==> src/rtl/bnn_ctrl_pkg.sv <==
// Shared types and helpers for the binarized convolution control path.
// Holds the sequencer state encoding and the scan period calculation.
package bnn_ctrl_pkg;

   typedef enum logic [1:0] {
      IDLE = 2'd0,
      RUN  = 2'd1,
      DONE = 2'd2
   } state_e;

   localparam int DEFAULT_ADDR_W = 5;

   // One row slot must cover both the input reads and the drained pipeline writes.
   function automatic int calc_period(input int in_cols, input int pipe_lat, input int out_cols);
      return (in_cols > pipe_lat + out_cols) ? in_cols : (pipe_lat + out_cols);
   endfunction

endpackage

==> src/rtl/bnn_scan_sequencer_wrap_counter.sv <==
// Modulo-MAX counter with synchronous clear; wrap flags the increment that
// returns it to zero so counters can be chained.
module wrap_counter #(
   parameter int MAX = 2,
   parameter int W   = $clog2(MAX) + 1
) (
   input  logic         clk,
   input  logic         rst,
   input  logic         clr,
   input  logic         inc,
   output logic [W-1:0] count,
   output logic         wrap
);

   localparam logic [W-1:0] LAST = W'(MAX - 1);

   logic [W-1:0] count_q;
   logic [W-1:0] count_d;

   always_comb begin
      wrap    = inc && (count_q == LAST);
      count_d = count_q;
      if (clr) begin
         count_d = '0;
      end else if (inc) begin
         count_d = wrap ? '0 : (count_q + W'(1));
      end
   end

   always_ff @(posedge clk) begin
      if (rst) begin
         count_q <= '0;
      end else begin
         count_q <= count_d;
      end
   end

   assign count = count_q;

endmodule

==> src/rtl/bnn_scan_sequencer.sv <==
// Address/enable sequencer for the binarized convolution datapath: scans
// columns, rows and channels with start/done handshake and stall support.
module bnn_scan_sequencer
   import bnn_ctrl_pkg::*;
#(
   parameter int IN_COLS    = 32,
   parameter int KSIZE      = 5,
   parameter int OUT_ROWS   = 28,
   parameter int PIPE_LAT   = 6,
   parameter int CHANNELS   = 1,
   parameter int ADDR_W     = DEFAULT_ADDR_W,
   parameter int CONTINUOUS = 0
) (
   input  logic                        clk,
   input  logic                        rst,
   input  logic                        start,
   input  logic                        stall,
   output logic                        busy,
   output logic                        done,
   output logic                        in_rd_en,
   output logic [ADDR_W-1:0]           in_col,
   output logic [ADDR_W-1:0]           in_row,
   output logic                        out_wr_en,
   output logic [ADDR_W-1:0]           out_col,
   output logic [ADDR_W-1:0]           out_row,
   output logic [$clog2(CHANNELS):0]   ch_idx,
   output logic                        buffer_en
);

   localparam int OUT_COLS = IN_COLS - KSIZE + 1;
   localparam int PERIOD   = calc_period(IN_COLS, PIPE_LAT, OUT_COLS);
   localparam int CNT_W    = $clog2(PERIOD) + 1;
   localparam int ROW_W    = $clog2(OUT_ROWS) + 1;
   localparam int CH_W     = $clog2(CHANNELS) + 1;

   if (IN_COLS > 2 ** ADDR_W) begin : g_err_in_cols
      $error("IN_COLS does not fit in ADDR_W");
   end
   if (OUT_ROWS > 2 ** ADDR_W) begin : g_err_out_rows
      $error("OUT_ROWS does not fit in ADDR_W");
   end
   if (KSIZE > IN_COLS) begin : g_err_ksize
      $error("KSIZE exceeds IN_COLS");
   end

   state_e state_q;
   state_e state_d;

   logic             adv;
   logic             clr;
   logic [CNT_W-1:0] cnt;
   logic [ROW_W-1:0] row;
   logic [CH_W-1:0]  ch;
   logic             cnt_wrap;
   logic             row_wrap;
   logic             ch_wrap;

   assign adv = (state_q == RUN) && !stall;
   assign clr = (state_q == IDLE) && start;

   // Phase -> row -> channel chain; ch_wrap marks the final scan cycle of a job.
   wrap_counter #(.MAX(PERIOD), .W(CNT_W)) u_cnt (
      .clk   (clk),
      .rst   (rst),
      .clr   (clr),
      .inc   (adv),
      .count (cnt),
      .wrap  (cnt_wrap)
   );

   wrap_counter #(.MAX(OUT_ROWS), .W(ROW_W)) u_row (
      .clk   (clk),
      .rst   (rst),
      .clr   (clr),
      .inc   (cnt_wrap),
      .count (row),
      .wrap  (row_wrap)
   );

   wrap_counter #(.MAX(CHANNELS), .W(CH_W)) u_ch (
      .clk   (clk),
      .rst   (rst),
      .clr   (clr),
      .inc   (row_wrap),
      .count (ch),
      .wrap  (ch_wrap)
   );

   always_ff @(posedge clk) begin
      if (rst) begin
         state_q <= IDLE;
      end else begin
         state_q <= state_d;
      end
   end

   always_comb begin
      state_d = state_q;
      case (state_q)
         IDLE:    if (start) state_d = RUN;
         RUN:     if (ch_wrap && (CONTINUOUS == 0)) state_d = DONE;
         DONE:    state_d = IDLE;
         default: state_d = IDLE;
      endcase
   end

   int cnt_i;
   int in_col_i;
   int out_col_i;
   int row_i;

   // Counters are back at zero outside RUN, so addresses need no extra gating.
   always_comb begin
      cnt_i     = int'(cnt);
      row_i     = int'(row);
      busy      = (state_q == RUN);
      done      = (state_q == DONE);
      buffer_en = adv;
      in_rd_en  = adv && (cnt_i < IN_COLS);
      out_wr_en = adv && (cnt_i >= PIPE_LAT) && (cnt_i < PIPE_LAT + OUT_COLS);
      in_col_i  = (cnt_i < IN_COLS) ? cnt_i : (IN_COLS - 1);
      out_col_i = out_wr_en ? (cnt_i - PIPE_LAT) : 0;
      in_col    = ADDR_W'(in_col_i);
      out_col   = ADDR_W'(out_col_i);
      in_row    = ADDR_W'(row_i);
      out_row   = ADDR_W'(row_i);
      ch_idx    = ch;
   end

endmodule

==> config.mk <==
export PLATFORM = sky130hd
export DESIGN_NAME = bnn_scan_sequencer
export DESIGN_NICKNAME = d
export VERILOG_FILES = /design/src/rtl/bnn_ctrl_pkg.sv /design/src/rtl/bnn_scan_sequencer_wrap_counter.sv /design/src/rtl/bnn_scan_sequencer.sv
export SDC_FILE = /design/constraint.sdc
export NUM_CORES = 1
export LEC_CHECK = 0
export CAP_MARGIN = 0
export CORE_MARGIN = 8
export CORE_UTILIZATION = 45
export CTS_CLUSTER_DIAMETER = 40
export DETAILED_ROUTE_END_ITERATION = 12
export DONT_BUFFER_PORTS = 1
export SLEW_MARGIN = 20
export SYNTH_ARGS = -nofsm -noshare
export SYNTH_HDL_FRONTEND = slang
export SYNTH_HIERARCHICAL = 1
export SYNTH_SLANG_ARGS = --single-unit
==> constraint.sdc <==
create_clock -name clk -period 2.2 [get_ports clk]
set_input_delay 0.44 -clock clk [delete_from_list [all_inputs] [get_ports clk]]
set_output_delay 0.44 -clock clk [all_outputs]
set_load 0.1 [all_outputs]
==> flow_summary.ini, run 1 <==
[run_status]
outcome = complete, but fails checks
violations = setup timing

[die]
row_count = 17
die_x_um = 63.0
core_region_area_um2 = 2150
initial_core_util = 0.462
fp.dieH_um = 63.0
ios = 30
die_area_um2 = 3970

[synth]
synthDominantCellAreaShare = 0.322
synth-seq-cells = 16
yosysMostFrequentCell = dfxtp_1
synth-main-ff-cell = dfxtp_1
synth_cell_types = 36
ys_warn_count = 6
syn_inst = 110
synth_top_area_cell = dfxtp_1
ys_seq_area_frac = 0.322
synthArstFlopShare = 0
yosys-top-cells-count = dfxtp_1 (16), nor2_1 (11), or3_1 (8)
ys_top_cells_by_area = dfxtp_1 (32%), ha_1 (6.3%), xor2_1 (5.3%)
synth_nets = 119
synth-edff-count = 0
syn_area_um2 = 993
avgSynthCellArea_um2 = 9.03

[setup_path]
worstReg2RegEnd = u_row/count[5]
rrSetupSlack_ns = 0.17
crit_arrival_ns = 2.18
crit_fanout = 6
worstSetupPathType = reg -> out
crit_required_ns = 1.76
cp_slowest_stage_delay_ns = 0.56
cp-start-kind = register
r2r.worst_path.cells = 7
critPathCaptureType = output port
crit_path_cell_trace = inv_4, ha_4, or3b_1, a2111o_2, nor3b_4, buf_12
cp_slowest_cell = a2111o_2
timing.rr.start = state_q[0]

[clock_tree]
cts.sinks = 16
clk_latency_ns = 0.28
post-cts-setup-buffers = 0
cts_root_buffer = clkbuf_4
numCtsBuffers = 3
cts_max_level = 1
cts_buffer_depth = 2
cts_tree = yes
cts.clk_slew.worst_paths_ns = 0.09

[drt]
routed_wl_um = 2350
wl_met1_um = 1040
highest_layer = met3
drc = 0
wl_met3_um = 181
detail-route-antenna-nets = 0
vias_per_cell = 5.31
wl_met2_um = 1130
routedWlPerCell_um = 13.9
drt_iter0_markers = 21
drt-pass1-iter-count = 4
vias = 897

[sta]
finalSetupTns_ns = -2.23
rsz0062_at_grt = true
hold_viol = 0
relSlewSlack = 0.630
finalSetupViolCount = 6
layout_min_cycle_time_ns = 2.62
maxSlewViolCount = 0
finClkSkew_ns = 0.00584
max_freq_mhz = 382
setup_ws_ns = -0.417
finalCritPeriodShare = 1.19
worst_slew_pin_slew_ns = 0.555

[min_path]
hp-class = in -> reg
hold_start = rst
min_to = state_q[0]
worstHoldPathCells = 1

[cells_and_area]
multi_input_area_um2 = 739
seq_area_um2 = 332
syn_to_final_growth_pct = 49.6
fill_cells = 184
insertedDiodeCount = 0
drive_above_1_share = 0.496
final_util = 0.692
fin_nets = 151
final_cell_area_um2 = 1490

[pwr]
power.density_nw_per_um2 = 382
power_mw = 0.567
cellLeakagePower_nw = 0.609
ir_drop_uv = 425

[placement]
place_ws_ns = -0.0953
placed_area_um2 = 1440
gp_routability_congestion = 0.782
port_buffers = 0
hpwl_um = 1930

[run]
maxCapViolations = 0

[global_routing]
grt_pass1_vias = 837
antenna_found_initial = 0
grt_max_degree = 11
grtUsageTotal = 0.115
grt_pass1_wl_um = 3860
overflow = 0
-- layout by cell type (no fill, tap or decap), types with 2 or more instances in the layout --
cell type,count
nor3b_1,2
nor2_4,2
nand3_1,2
o21ai_0,4
o31ai_1,2
ha_1,4
buf_4,27
inv_1,3
a21oi_1,4
clkbuf_4,3
or3_1,8
nand2_1,4
nor3_1,2
nor3_4,3
or3b_1,3
dfxtp_1,9
nor3b_4,2
buf_12,6
nor4_4,2
xor2_1,6
dfxtp_2,6
nor2_1,8
nand4_1,2
-- layout make-up --
cell class	instances	share of cell area
Multi-Input combinational cell	83	0.497
Sequential cell	16	0.223
Timing Repair Buffer	33	0.217
Clock buffer	4	0.0244
Tap cell	28	0.0236
Inverter	5	0.0143
-- worst max-delay path, delay by kind of cell, from the launching register on --
family          cells  cell delay [ns]
simple gates        2             0.61
fa+ha+maj           1             0.11
buf+inv             2             0.25
compound gates      1             0.56
flops               1             0.36
-- power by group --
group	internal (mW)	switching, mW	total (mW)
clock	0.101	0.0906	0.191
sequential	0.291	0.00404	0.295
combinational	0.0215	0.0600	0.0815
total	0.413	0.155	0.567
-- how the worst max path moves through the flow --
stage               cells past startpoint         end  slack (ns)            from
global route                            6  out_col[0]       -0.50  u_cnt/count[1]
detailed placement                      6  out_col[0]        -0.1  u_cnt/count[1]
CTS                                     6  out_col[0]       -0.42  u_cnt/count[1]
finish                                  6  out_col[0]       -0.42  u_cnt/count[1]
floorplan                               5  out_col[0]       -0.54  u_cnt/count[1]
global placement                        6  out_col[0]       -0.07  u_cnt/count[1]
-- flip-flops by register name, indices dropped and copies added (netlist names) --
register	cells
u_cnt/count	7
u_row/count	6
state_q	2
u_ch/count	1
-- kinds of logic after synthesis --
| logic type | share of synthesized area |
|---|---|
| buffers and inverters | 0.0605 |
| AO/OA/AOI/OAI | 0.121 |
| multiplexers | 0.0101 |
| AND/OR/NAND/NOR | 0.361 |
| flip-flops | 0.322 |
| XOR/XNOR | 0.0617 |
| adder cells (fa/ha/maj) | 0.0630 |
-- metrics by stage --
step | hold slack (ns) | instances
floorplan | 0.511 | 110
global placement | 0.506 | 165
detailed placement | 0.517 | 165
CTS | 0.205 | 169
global route | 0.199 | 169
finish | 0.217 | 169
-- routing by layer --
layer  vias to the layer above  track usage
met3                         0       0.0520
met5                         -            0
met2                        27        0.192
met4                         0       0.0228
met1                       418        0.132
li1                        452            -
-- what timing repair did --
action,CTS,global route
setup endpoints to repair,6,6
hold endpoints to repair,0,0
resized for setup,0,4
hold buffers,0,0
(Power assumes the default switching activity.)
==> inputs of run 2 (changes only) <==
--- a/config.mk
+++ b/config.mk
@@ -11,6 +11,7 @@
 export CTS_CLUSTER_DIAMETER = 40
 export DETAILED_ROUTE_END_ITERATION = 12
 export DONT_BUFFER_PORTS = 1
+export PLACE_DENSITY = 0.58
 export SLEW_MARGIN = 20
 export SYNTH_ARGS = -nofsm -noshare
 export SYNTH_HDL_FRONTEND = slang
==> run 2 against run 1 <==
  * The flow still finishes with violations (setup timing)
  * Combinational power barely moved
  * Clock power is 4% higher
  * First-iteration DRC count shrank 24%
  * Clock skew decreased by 0.0031 ns
  * Critical path type unchanged
  * Largest cell class unchanged
  * Largest power group unchanged
==> flow_summary.ini, run 2 (same netlist as run 1, synthesis figures left out) <==
[run_status]
outcome = complete, but fails checks
violations = setup timing

[die]
die_area_um2 = 3970
die_x_um = 63.0
row_count = 17
core_region_area_um2 = 2150
fp.dieH_um = 63.0
initial_core_util = 0.462
ios = 30

[sta]
finalSetupViolCount = 6
relSlewSlack = 0.630
rsz0062_at_grt = true
max_freq_mhz = 382
layout_min_cycle_time_ns = 2.62
finalCritPeriodShare = 1.19
setup_ws_ns = -0.419
worst_slew_pin_slew_ns = 0.555
finClkSkew_ns = 0.00277
hold_viol = 0
maxSlewViolCount = 0

[global_routing]
overflow = 0
grt_max_degree = 11
grtUsageTotal = 0.132
grt_pass1_wl_um = 4350
antenna_found_initial = 0
grt_pass1_vias = 946

[cells_and_area]
drive_above_1_share = 0.493
final_cell_mix = buf_4 (28), nor2_1 (8), or3_1 (8), dfxtp_1 (8), dfxtp_2 (7)
final_common_cell = buf_4
instances_no_fill = 170
fin_nets = 152
final_cell_area_um2 = 1490
fill_cells = 169
largest_reg_flops = 7
syn_to_final_growth_pct = 49.5
final_util = 0.691
insertedDiodeCount = 0

[clock_tree]
cts.sinks = 16
clk_latency_ns = 0.29
cts_buffer_depth = 2
numCtsBuffers = 3
cts.clk_slew.worst_paths_ns = 0.09
cts_tree = yes
cts_root_buffer = clkbuf_4
cts_hold_buf = 0
cts_max_level = 1

[placement]
gp_routability_congestion = 0.811
placed_area_um2 = 1440
dp.cells = 165
port_buffers = 0
place_ws_ns = -0.117
hpwl_um = 2040

[drt]
vias = 902
vias_per_cell = 5.31
detail-route-antenna-nets = 0
drt-pass1-iter-count = 4
routedWlPerCell_um = 14.5
routed_wl_um = 2470
drc = 0
drt_iter0_markers = 16

[setup_path]
worstSetupPathType = reg -> out
crit_fanout = 6
cp_slowest_cell = a2111o_2
critPathBufInv = 2
cp.depth = 6
crit_path_cell_trace = inv_2, ha_1, or3b_1, a2111o_2, nor3b_4, buf_12
crit_family = simple AND/OR/NAND/NOR gates
cp_slowest_stage_delay_ns = 0.56
critPathCaptureType = output port
cp-start-kind = register
crit_arrival_ns = 2.18
r2r.worst_path.cells = 9
crit_required_ns = 1.76

[min_path]
hp-class = in -> reg
worstHoldPathCells = 1

[run]
maxCapViolations = 0

[pwr]
ir_drop_uv = 320
cellLeakagePower_nw = 0.612
power.density_nw_per_um2 = 387
[run 2: changes by cell type in the layout (fill, tap and decap cells not counted)]
cell,previous run,this run
ha_1,4,5
nor2_2,1,0
ha_4,1,0
dfxtp_1,9,8
inv_1,3,4
nor2_4,2,3
dfxtp_2,6,7
inv_4,1,0
buf_4,27,28
[run 2: final cells by class]
type	instances	area [µm²]	area share
sequential	16	333	0.224
clock buffer	4	36.3	0.0244
multi-input combinational	83	732	0.493
timing repair buffer	34	330	0.222
tap	28	35.0	0.0236
inverter	5	18.8	0.0126
[run 2: metrics by stage]
stage	total power [mW]	TNS, ns	hold slack, ns
after global placement	0.380	-0.174	0.488
after global routing	0.596	-2.80	0.194
after detailed placement	0.381	-0.402	0.495
final	0.574	-2.28	0.200
after CTS	0.580	-2.40	0.196
after floorplan	0.368	-4.12	0.511
[run 2: report_power, final]
group | internal (mW) | leakage [nW] | switching, mW | total (mW)
clock network | 0.101 | 0.0210 | 0.0969 | 0.198
registers | 0.291 | 0.133 | 0.00401 | 0.295
logic | 0.0211 | 0.457 | 0.0606 | 0.0816
total | 0.413 | 0.612 | 0.162 | 0.574
[run 2: timing repair]
item | 4_1_cts | 5_1_grt
setup endpoints to repair | 6 | 8
gates resized for setup | 1 | 1
buffers inserted | 1 | 0
pin swaps | 2 | 0
[run 2: path summary, 6_finish.rpt]
kind,start,end,slack (ns)
setup / recovery,u_cnt/count[1],out_col[0],-0.42
hold / removal,rst,state_q[0],0.20
setup reg to reg,state_q[1],state_q[0],0.18
hold reg to reg,u_row/count[4],u_row/count[4],0.51
[run 2: layer usage]
layer,part of all wire,global-route usage
met4,0.0036,0.0427
met1,0.44,0.142
met3,0.049,0.0466
met2,0.51,0.233
met5,0,0
